[src/rtl/tx_gearbox_sequencer.sv]
// Sequencing controller for the 32-bit 64b/66b transmit path.
// Tracks the two-word block phase and the gearbox sequence (0..SEQ_MAX).
// Sequence value SEQ_MAX is the pause block: the encoder/scrambler is held
// for two cycles, and the MAC is held for two cycles PAUSE_LEAD cycles earlier.
//
//   state    | meaning
//   ---------+---------------------------------------------------------
//   ST_IDLE  | not sequencing, all outputs low (slip count retained)
//   ST_RUN   | normal blocks, sequence 0..SEQ_MAX-1
//   ST_PAUSE | gearbox pause block, sequence = SEQ_MAX, encoder held
module tx_gearbox_sequencer #(
    parameter int DATA_WIDTH = 32,
    parameter int SEQ_MAX    = 32,
    parameter int PAUSE_LEAD = 1
) (
    input  logic        i_clk,
    input  logic        i_reset,
    input  logic        i_enable,
    input  logic        i_resync,
    output logic        o_xgmii_pause,
    output logic        o_enc_pause,
    output logic        o_block_phase,
    output logic [5:0]  o_gb_seq,
    output logic        o_hdr_valid,
    output logic        o_running,
    output logic [15:0] o_slip_cnt
);

    localparam logic [1:0] ST_IDLE  = 2'd0;
    localparam logic [1:0] ST_RUN   = 2'd1;
    localparam logic [1:0] ST_PAUSE = 2'd2;

    localparam logic [5:0] SEQ_LAST  = 6'(SEQ_MAX - 1);
    localparam logic [5:0] SEQ_PAUSE = 6'(SEQ_MAX);

    // Position within the period is {seq, phase}; the MAC pause window is
    // the two positions that end PAUSE_LEAD cycles before the pause block ends.
    localparam logic [6:0] XG_FIRST = 7'(2 * SEQ_MAX - PAUSE_LEAD);
    localparam logic [6:0] XG_LAST  = 7'(2 * SEQ_MAX + 1 - PAUSE_LEAD);

    if (DATA_WIDTH != 32 || PAUSE_LEAD < 0 || PAUSE_LEAD > 2 || SEQ_MAX < 2 || SEQ_MAX > 63) begin : g_bad_cfg
        $error("tx_gearbox_sequencer: unsupported parameter set");
    end

    logic [1:0] state, state_n;
    logic       start_q, start_n;
    logic       dis_pend, dis_n;
    logic       rs_pend, rs_n;
    logic       phase_n;
    logic [5:0] seq_n;
    logic [6:0] pos_n;
    logic       dis_req, rs_req;
    logic       xg_n, enc_n, hdr_n, run_n;
    logic       slip_inc;

    // A disable or resync request counts from the cycle it is sampled.
    assign dis_req = dis_pend | ~i_enable;
    assign rs_req  = rs_pend | i_resync;

    // Next-state decode; all decisions other than the phase toggle happen
    // on phase-1 cycles so that they take effect at a block boundary.
    always_comb begin
        state_n = state;
        phase_n = o_block_phase;
        seq_n   = o_gb_seq;
        start_n = 1'b0;
        dis_n   = dis_pend;
        rs_n    = rs_pend;

        if (state == ST_IDLE) begin
            // One cycle of enable qualification before sequencing starts.
            if (start_q && i_enable) begin
                state_n = ST_RUN;
                phase_n = 1'b0;
                seq_n   = 6'd0;
            end else begin
                start_n = i_enable;
            end
        end else if (state == ST_RUN || state == ST_PAUSE) begin
            dis_n = dis_req;
            rs_n  = rs_req;
            if (!o_block_phase) begin
                phase_n = 1'b1;
            end else begin
                phase_n = 1'b0;
                if (state == ST_PAUSE) begin
                    // The wrap to 0 already satisfies any pending resync.
                    seq_n   = 6'd0;
                    rs_n    = 1'b0;
                    state_n = dis_req ? ST_IDLE : ST_RUN;
                end else if (o_xgmii_pause) begin
                    // MAC has already been told to pause: the pause block must follow.
                    state_n = ST_PAUSE;
                    seq_n   = SEQ_PAUSE;
                end else if (dis_req) begin
                    state_n = ST_IDLE;
                end else if (rs_req) begin
                    seq_n = 6'd0;
                    rs_n  = 1'b0;
                end else if (o_gb_seq == SEQ_LAST) begin
                    state_n = ST_PAUSE;
                    seq_n   = SEQ_PAUSE;
                end else begin
                    seq_n = o_gb_seq + 6'd1;
                end
            end
        end else begin
            state_n = ST_IDLE;
        end

        if (state_n == ST_IDLE) begin
            dis_n   = 1'b0;
            rs_n    = 1'b0;
            phase_n = 1'b0;
            seq_n   = 6'd0;
        end
    end

    // Output values for the next cycle, derived from the next state so that
    // every output comes straight from a flop.
    always_comb begin
        pos_n = {seq_n, phase_n};
        run_n = (state_n != ST_IDLE);
        xg_n  = run_n && (pos_n >= XG_FIRST) && (pos_n <= XG_LAST);
        enc_n = (state_n == ST_PAUSE);
        hdr_n = (state_n == ST_RUN) && !phase_n;
    end

    // Control state and registered outputs.
    always_ff @(posedge i_clk or posedge i_reset) begin
        if (i_reset) begin
            state         <= ST_IDLE;
            start_q       <= 1'b0;
            dis_pend      <= 1'b0;
            rs_pend       <= 1'b0;
            o_block_phase <= 1'b0;
            o_gb_seq      <= 6'd0;
            o_xgmii_pause <= 1'b0;
            o_enc_pause   <= 1'b0;
            o_hdr_valid   <= 1'b0;
            o_running     <= 1'b0;
        end else begin
            state         <= state_n;
            start_q       <= start_n;
            dis_pend      <= dis_n;
            rs_pend       <= rs_n;
            o_block_phase <= phase_n;
            o_gb_seq      <= seq_n;
            o_xgmii_pause <= xg_n;
            o_enc_pause   <= enc_n;
            o_hdr_valid   <= hdr_n;
            o_running     <= run_n;
        end
    end

    assign slip_inc = (state == ST_PAUSE) && o_block_phase && (o_slip_cnt != 16'hFFFF);

    // Saturating count of completed pause blocks.
    always_ff @(posedge i_clk or posedge i_reset) begin
        if (i_reset) begin
            o_slip_cnt <= 16'd0;
        end else if (slip_inc) begin
            o_slip_cnt <= o_slip_cnt + 16'd1;
        end
    end

endmodule
[config.mk]
export PLATFORM = sky130hd
export DESIGN_NAME = tx_gearbox_sequencer
export DESIGN_NICKNAME = d
export VERILOG_FILES = /design/src/rtl/tx_gearbox_sequencer.sv
export SDC_FILE = /design/constraint.sdc
export NUM_CORES = 1
export LEC_CHECK = 0
export BUFFER_PORTS_ARGS = -buffer_cell sky130_fd_sc_hd__buf_2
export CORE_ASPECT_RATIO = 1.2
export CORE_MARGIN = 8
export CORE_UTILIZATION = 60
export DETAILED_ROUTE_END_ITERATION = 10
export GPL_TIMING_DRIVEN = 0
export PLACE_DENSITY = 0.91
export SYNTH_ARGS = -nofsm -noshare
export SYNTH_HDL_FRONTEND = slang
export SYNTH_SLANG_ARGS = --single-unit
export TNS_END_PERCENT = 1
[constraint.sdc]
create_clock -name i_clk -period 5.8 [get_ports i_clk]
set_clock_uncertainty 0.1 [all_clocks]
set_input_delay 1.16 -clock i_clk [delete_from_list [all_inputs] [get_ports i_clk]]
set_output_delay 1.16 -clock i_clk [all_outputs]
set_load 0.005 [all_outputs]
== Word-level counts from Yosys, hierarchy flattened ==
Index checks and enable logic that the tools add are counted.
Widths: inputs -> output; s select.

* Eq/ne operators: 7
* Reductions and logical operators: 13
* Order comparisons: 2
* Multiply operators: 0
* Divide/modulo/power cells: 0
* Bitwise operators: 3
* Shifts and indexed selects: 0
* Add/subtract/negate cells: 2
* Multiplexer cells: 37

{| class="wikitable"
|+ Operators by type and width
! cell !! number
|-
| $mux 6 || 10
|-
| $mux 1 || 18
|-
| $mux 2 || 9
|-
| $add 16x1->16 const B || 1
|-
| $ne 16x16->1 const B || 1
|-
| $ge 7x6->1 const B || 1
|-
| $le 7x7->1 const B || 1
|-
| $add 6x1->6 const B || 1
|-
| $eq 6x5->1 const B || 1
|-
| $logic_and 1x1->1 || 6
|-
| $eq 2x1->1 const B || 2
|-
| $eq 2x2->1 const B || 2
|-
| $logic_not 2->1 || 2
|-
| $reduce_bool 2->1 || 2
|-
| $ne 2x1->1 const B || 1
|-
| $or 1x1->1 || 2
|-
| $reduce_and 2->1 || 1
|-
| $logic_not 1->1 || 1
|-
| $logic_or 1x1->1 || 1
|-
| $not 1->1 || 1
|}

* Output and inout port bits: 27
* Latch bits: 0
* Input port bits: 4
* Bits in read-only memories: 0
* Flip-flop bits (word level): 32
* Memories: 0
* Memory bits (writable): 0

== Longest topological paths before layout ==
* Word-level depth: 14
* Gate-level depth with buffers: 9

== Worst setup path before layout ==
Ideal clock, no wire load.

* Path kind: input to register
* From: input i_resync
* To: register o_xgmii_pause
* Data required time: 5.623 ns
* Stages: 6
* Path buffers: 0
* Arrival: 2.538 ns
* Setup time: 0.077 ns
* Path slack: 3.085 ns
* Path through: or4_4 a2111oi_4 a21oi_2 nor3_2 nand4b_1 a21oi_1

* Cells in the longest elaborated chain, start to end: 13
* Elaborated cells between the ends (all ways): 23
* Those cells by class: order compare: 2; mux: 16; bitwise: 1; reduce/logical: 4

{| class="wikitable"
|+ RTL lines
! element !! line !! text
|-
| start: declaration || 19 || <nowiki>input logic i_resync,</nowiki>
|-
| $or 1x1->1 (*) || 58 || <nowiki>assign rs_req = rs_pend | i_resync;</nowiki>
|-
| $mux 2 || 97 || <nowiki>end else if (rs_req) begin</nowiki>
|-
| $mux 2 || 95 || <nowiki>end else if (dis_req) begin</nowiki>
|-
| $mux 2 || 91 || <nowiki>end else if (o_xgmii_pause) begin</nowiki>
|-
| $mux 2 || 86 || <nowiki>if (state == ST_PAUSE) begin</nowiki>
|-
| $mux 2 || 82 || <nowiki>if (!o_block_phase) begin</nowiki>
|-
| $mux 2 || 79 || <nowiki>end else if (state == ST_RUN || state == ST_PAUSE) begin</nowiki>
|-
| $mux 2 || 70 || <nowiki>if (state == ST_IDLE) begin</nowiki>
|-
| $logic_not 2->1 || 111 || <nowiki>if (state_n == ST_IDLE) begin</nowiki>
|-
| $mux 1 / $mux 6 (equally long branches) || 111 ||
|-
| $ge 7x6->1 || 124 || <nowiki>xg_n = run_n && (pos_n >= XG_FIRST) && (pos_n <= XG_LAST);</nowiki>
|-
| $logic_and 1x1->1 || 124 ||
|-
| $logic_and 1x1->1 (*) || 124 ||
|-
| net xg_n || 53 || <nowiki>logic xg_n, enc_n, hdr_n, run_n;</nowiki>
|-
| end signal: assignment || 149 || <nowiki>o_xgmii_pause <= xg_n;</nowiki>
|-
| end: declaration || 20 || <nowiki>output logic o_xgmii_pause,</nowiki>
|}

Mark *: on every way through the listed nets, which the timed path passes. The rest lies on a longest branch.
A chain may end at the register's enable or synchronous reset.

== Final worst setup path ==
Same ends and word-level chain as after synthesis.

==> results.ini <==
[pwr]
powerDensity_mw_per_mm2 = 263.2
seqPwrFrac_pct = 44.6
peakVddDrop_mv = 0.2896
clockPowerShare_pct = 29.6
p_int_mw = 0.3808
combPwrFrac_pct = 25.8
p_sw_share_pct = 31.37
p_leak_nw = 0.9809
switchingPower_mw = 0.1741

[synthesis]
synthesis.nets = 191
syn_inst = 183
avgSynthCellArea_um2 = 9.914
yosys-top-cells-count = 32 x dfrtp_1, 16 x nor2_1, 13 x xnor2_1, 11 x nand2_1
synth_largest_area_cell = dfrtp_1
synth_top_area_share_pct = 44.14
async_flop_share_pct = 100.0
synth-seq-area-share_pct = 44.14
synth_area_mm2 = 0.001814
synth-seq-cells = 32
yosysMostFrequentCell = dfrtp_1
synth_ff_type = dfrtp_1
synth_edf_count = 0
yosys-top-cells-area = dfrtp_1 44%, xnor2_1 6.3%, nor2_1 3.3%
yosysWarnings = 0
netlist-cell-type-count = 54

[clock_tree]
cts_sinks = 32
cts_made_buffers = 5
postCtsSetupBuffers = 0
h-tree-depth = 2
tritoncts = yes
cts-resized-gates = 0
clk_pin_slew_ps = 100
clk_path_buf_depth = 2
clk_latency_ps = 340
hold_buffers = 0
clockRootBuffer = clkbuf_4

[setup_path]
slowest_delay_ps = 550
crit_arrival_ps = 2810
start_kind = input port
worstPathRequired_ps = 5970
crit_type = in2reg
cp_max_fo = 7
path_cells = buf_2 > or4_4 > a2111oi_4 > a21oi_2 > nor3_2 > nand4b_1 > a21oi_1
endpoint_kind = flop
crit_slowest_cell = or4_4

[routing]
viasPerCell = 6.105
wl_um = 4126
drt_iter0_markers = 110
wl_per_cell_um = 16.05
remaining_drc_errors = 0
dr.pass1.iters = 4
num_vias = 1569
ant_nets = 0

[layout]
area_delta_synth_final_pct = 16.21
utilization_pct = 70.92
drive_gt1_share_pct = 23.98
nets = 228
antennaDiodeCount = 0

[placed_design]
gp_congestion = 0.8870
place_hpwl_um = 3042
numPortBuffers = 29

[floorplanning]
io_pins = 31
die_area_mm2 = 0.005046
core-area_mm2 = 0.002973
die_height_um = 76.24
rows = 22
die_x_um = 66.20
floorplan.initialDensity_pct = 61.03

[timing]
slew_headroom_pct = 49.70
fin_crit_sh_pct = 45.54
rsz0062_at_grt = false
setup_viol = 0
slew_violations = 0
fin_setup_tns_ps = 0
worst-slew-pin-transition_ps = 748.8
hold_viol_final = 0
max_freq_ghz = 0.3786
layout_min_cycle_time_ps = 2642

[grt]
grt_pass1_wl_um = 6865
first_global_vias = 1535
grt_overflow = 0
gr-usage-all-layers_pct = 16.70
grt_max_degree = 33
antenna_found_initial = 0

[worst_hold_path]
hold_path.class = reg2reg

[flow_run]
maxCapViolCount = 0

[run_status]
outcome = finished clean

## path summary, 6_finish.rpt
kind | start | to | slack, ps | cells after the start
worst max-delay path | i_resync | o_xgmii_pause | 3160 | 7
worst min-delay path | o_slip_cnt[7] | o_slip_cnt[7] | 400 | 1
worst max register to register | state[0] | o_xgmii_pause | 3290 | 8
worst min register to register | o_slip_cnt[7] | o_slip_cnt[7] | 400 | 1
max in group asynchronous | i_reset | o_gb_seq[1] | 4420 | 3
min in group asynchronous | i_reset | o_block_phase | 720 | 2
## state kept, by name, summed over array words and instances, names as in the netlist
name and cells:
o_slip_cnt 16, o_xgmii_pause 1, o_running 1, o_enc_pause 1
o_gb_seq 6, o_block_phase 1, start_q 1, dis_pend 1
o_hdr_valid 1, state 2, rs_pend 1
## metal layers
| metal | vias up | wire, um | track usage (%) |
|---|---|---|---|
| met3 | 10 | 208 | 4.265 |
| li1 | 753 | - | - |
| met2 | 46 | 2059 | 26.14 |
| met5 | - | 0 | 0 |
| met4 | 0 | 84 | 8.137 |
| met1 | 760 | 1774 | 20.45 |
## critical path: cells and delay by family
family | cells | cell delay, ps
simple gates | 3 | 820
buf+inv | 1 | 140
compound gates | 3 | 690
## placed cells by master (no fill, tap or decap), drive strengths merged, types with 2 or more instances in the layout
cell type  count
ha             4
and3           4
o41ai          2
nand4b         3
and2           3
clkbuf         7
buf           34
dfrtp         32
nor2          17
a31oi          4
o21ai          4
a21oi         11
and4           3
nor3           8
o211ai         3
xnor2         13
nor2b          3
inv            7
nand2         11
a22oi          2
nand2b         3
xor2           2
nand3         10
nand3b         2
nand4          6
## power by group through the flow
stage               Combinational (mW)  Sequential, mW  Clock (mW)
floorplan                        0.103           0.250           0
global placement                 0.136           0.251           0
detailed placement               0.138           0.251           0
CTS                              0.139           0.247       0.169
global route                     0.157           0.249       0.178
finish                           0.143           0.248       0.164
## kinds of logic (layout without fill, tap and decap cells)
kind of cell,after synthesis,in the layout,synth area share [%]
compound gates,40,40,16.97
fa+ha+maj,4,4,2.759
buf+inv,12,50,3.310
simple gates,78,78,24.42
mux,2,2,1.172
flops,32,32,44.14
xor+xnor,15,15,7.242
## stage by stage
stage	power, mW	setup slack [ps]	hold slack (ps)	cells	instance area [um^2]
finish	0.5549	3158	396.5	257	2108
global route	0.5841	3112	417.0	257	2108
CTS	0.5548	3164	401.7	256	2081
detailed placement	0.3898	2795	385.5	248	2004
global placement	0.3869	2833	374.0	248	2004
floorplan	0.3532	3085	379.3	183	1814
## cell type report
cell class / instances / area, um^2
clock inverters: 2 / 35.03
inverters: 7 / 26.28
plain buffers: 5 / 33.78
repair buffers: 30 / 172.7
multi-input cells: 139 / 953.4
clock buffers: 6 / 41.29
fillers: 234 / 864.6
well taps: 36 / 45.04
flip-flops and latches: 32 / 800.8
Note: power is estimated with default switching activity, not from simulation.
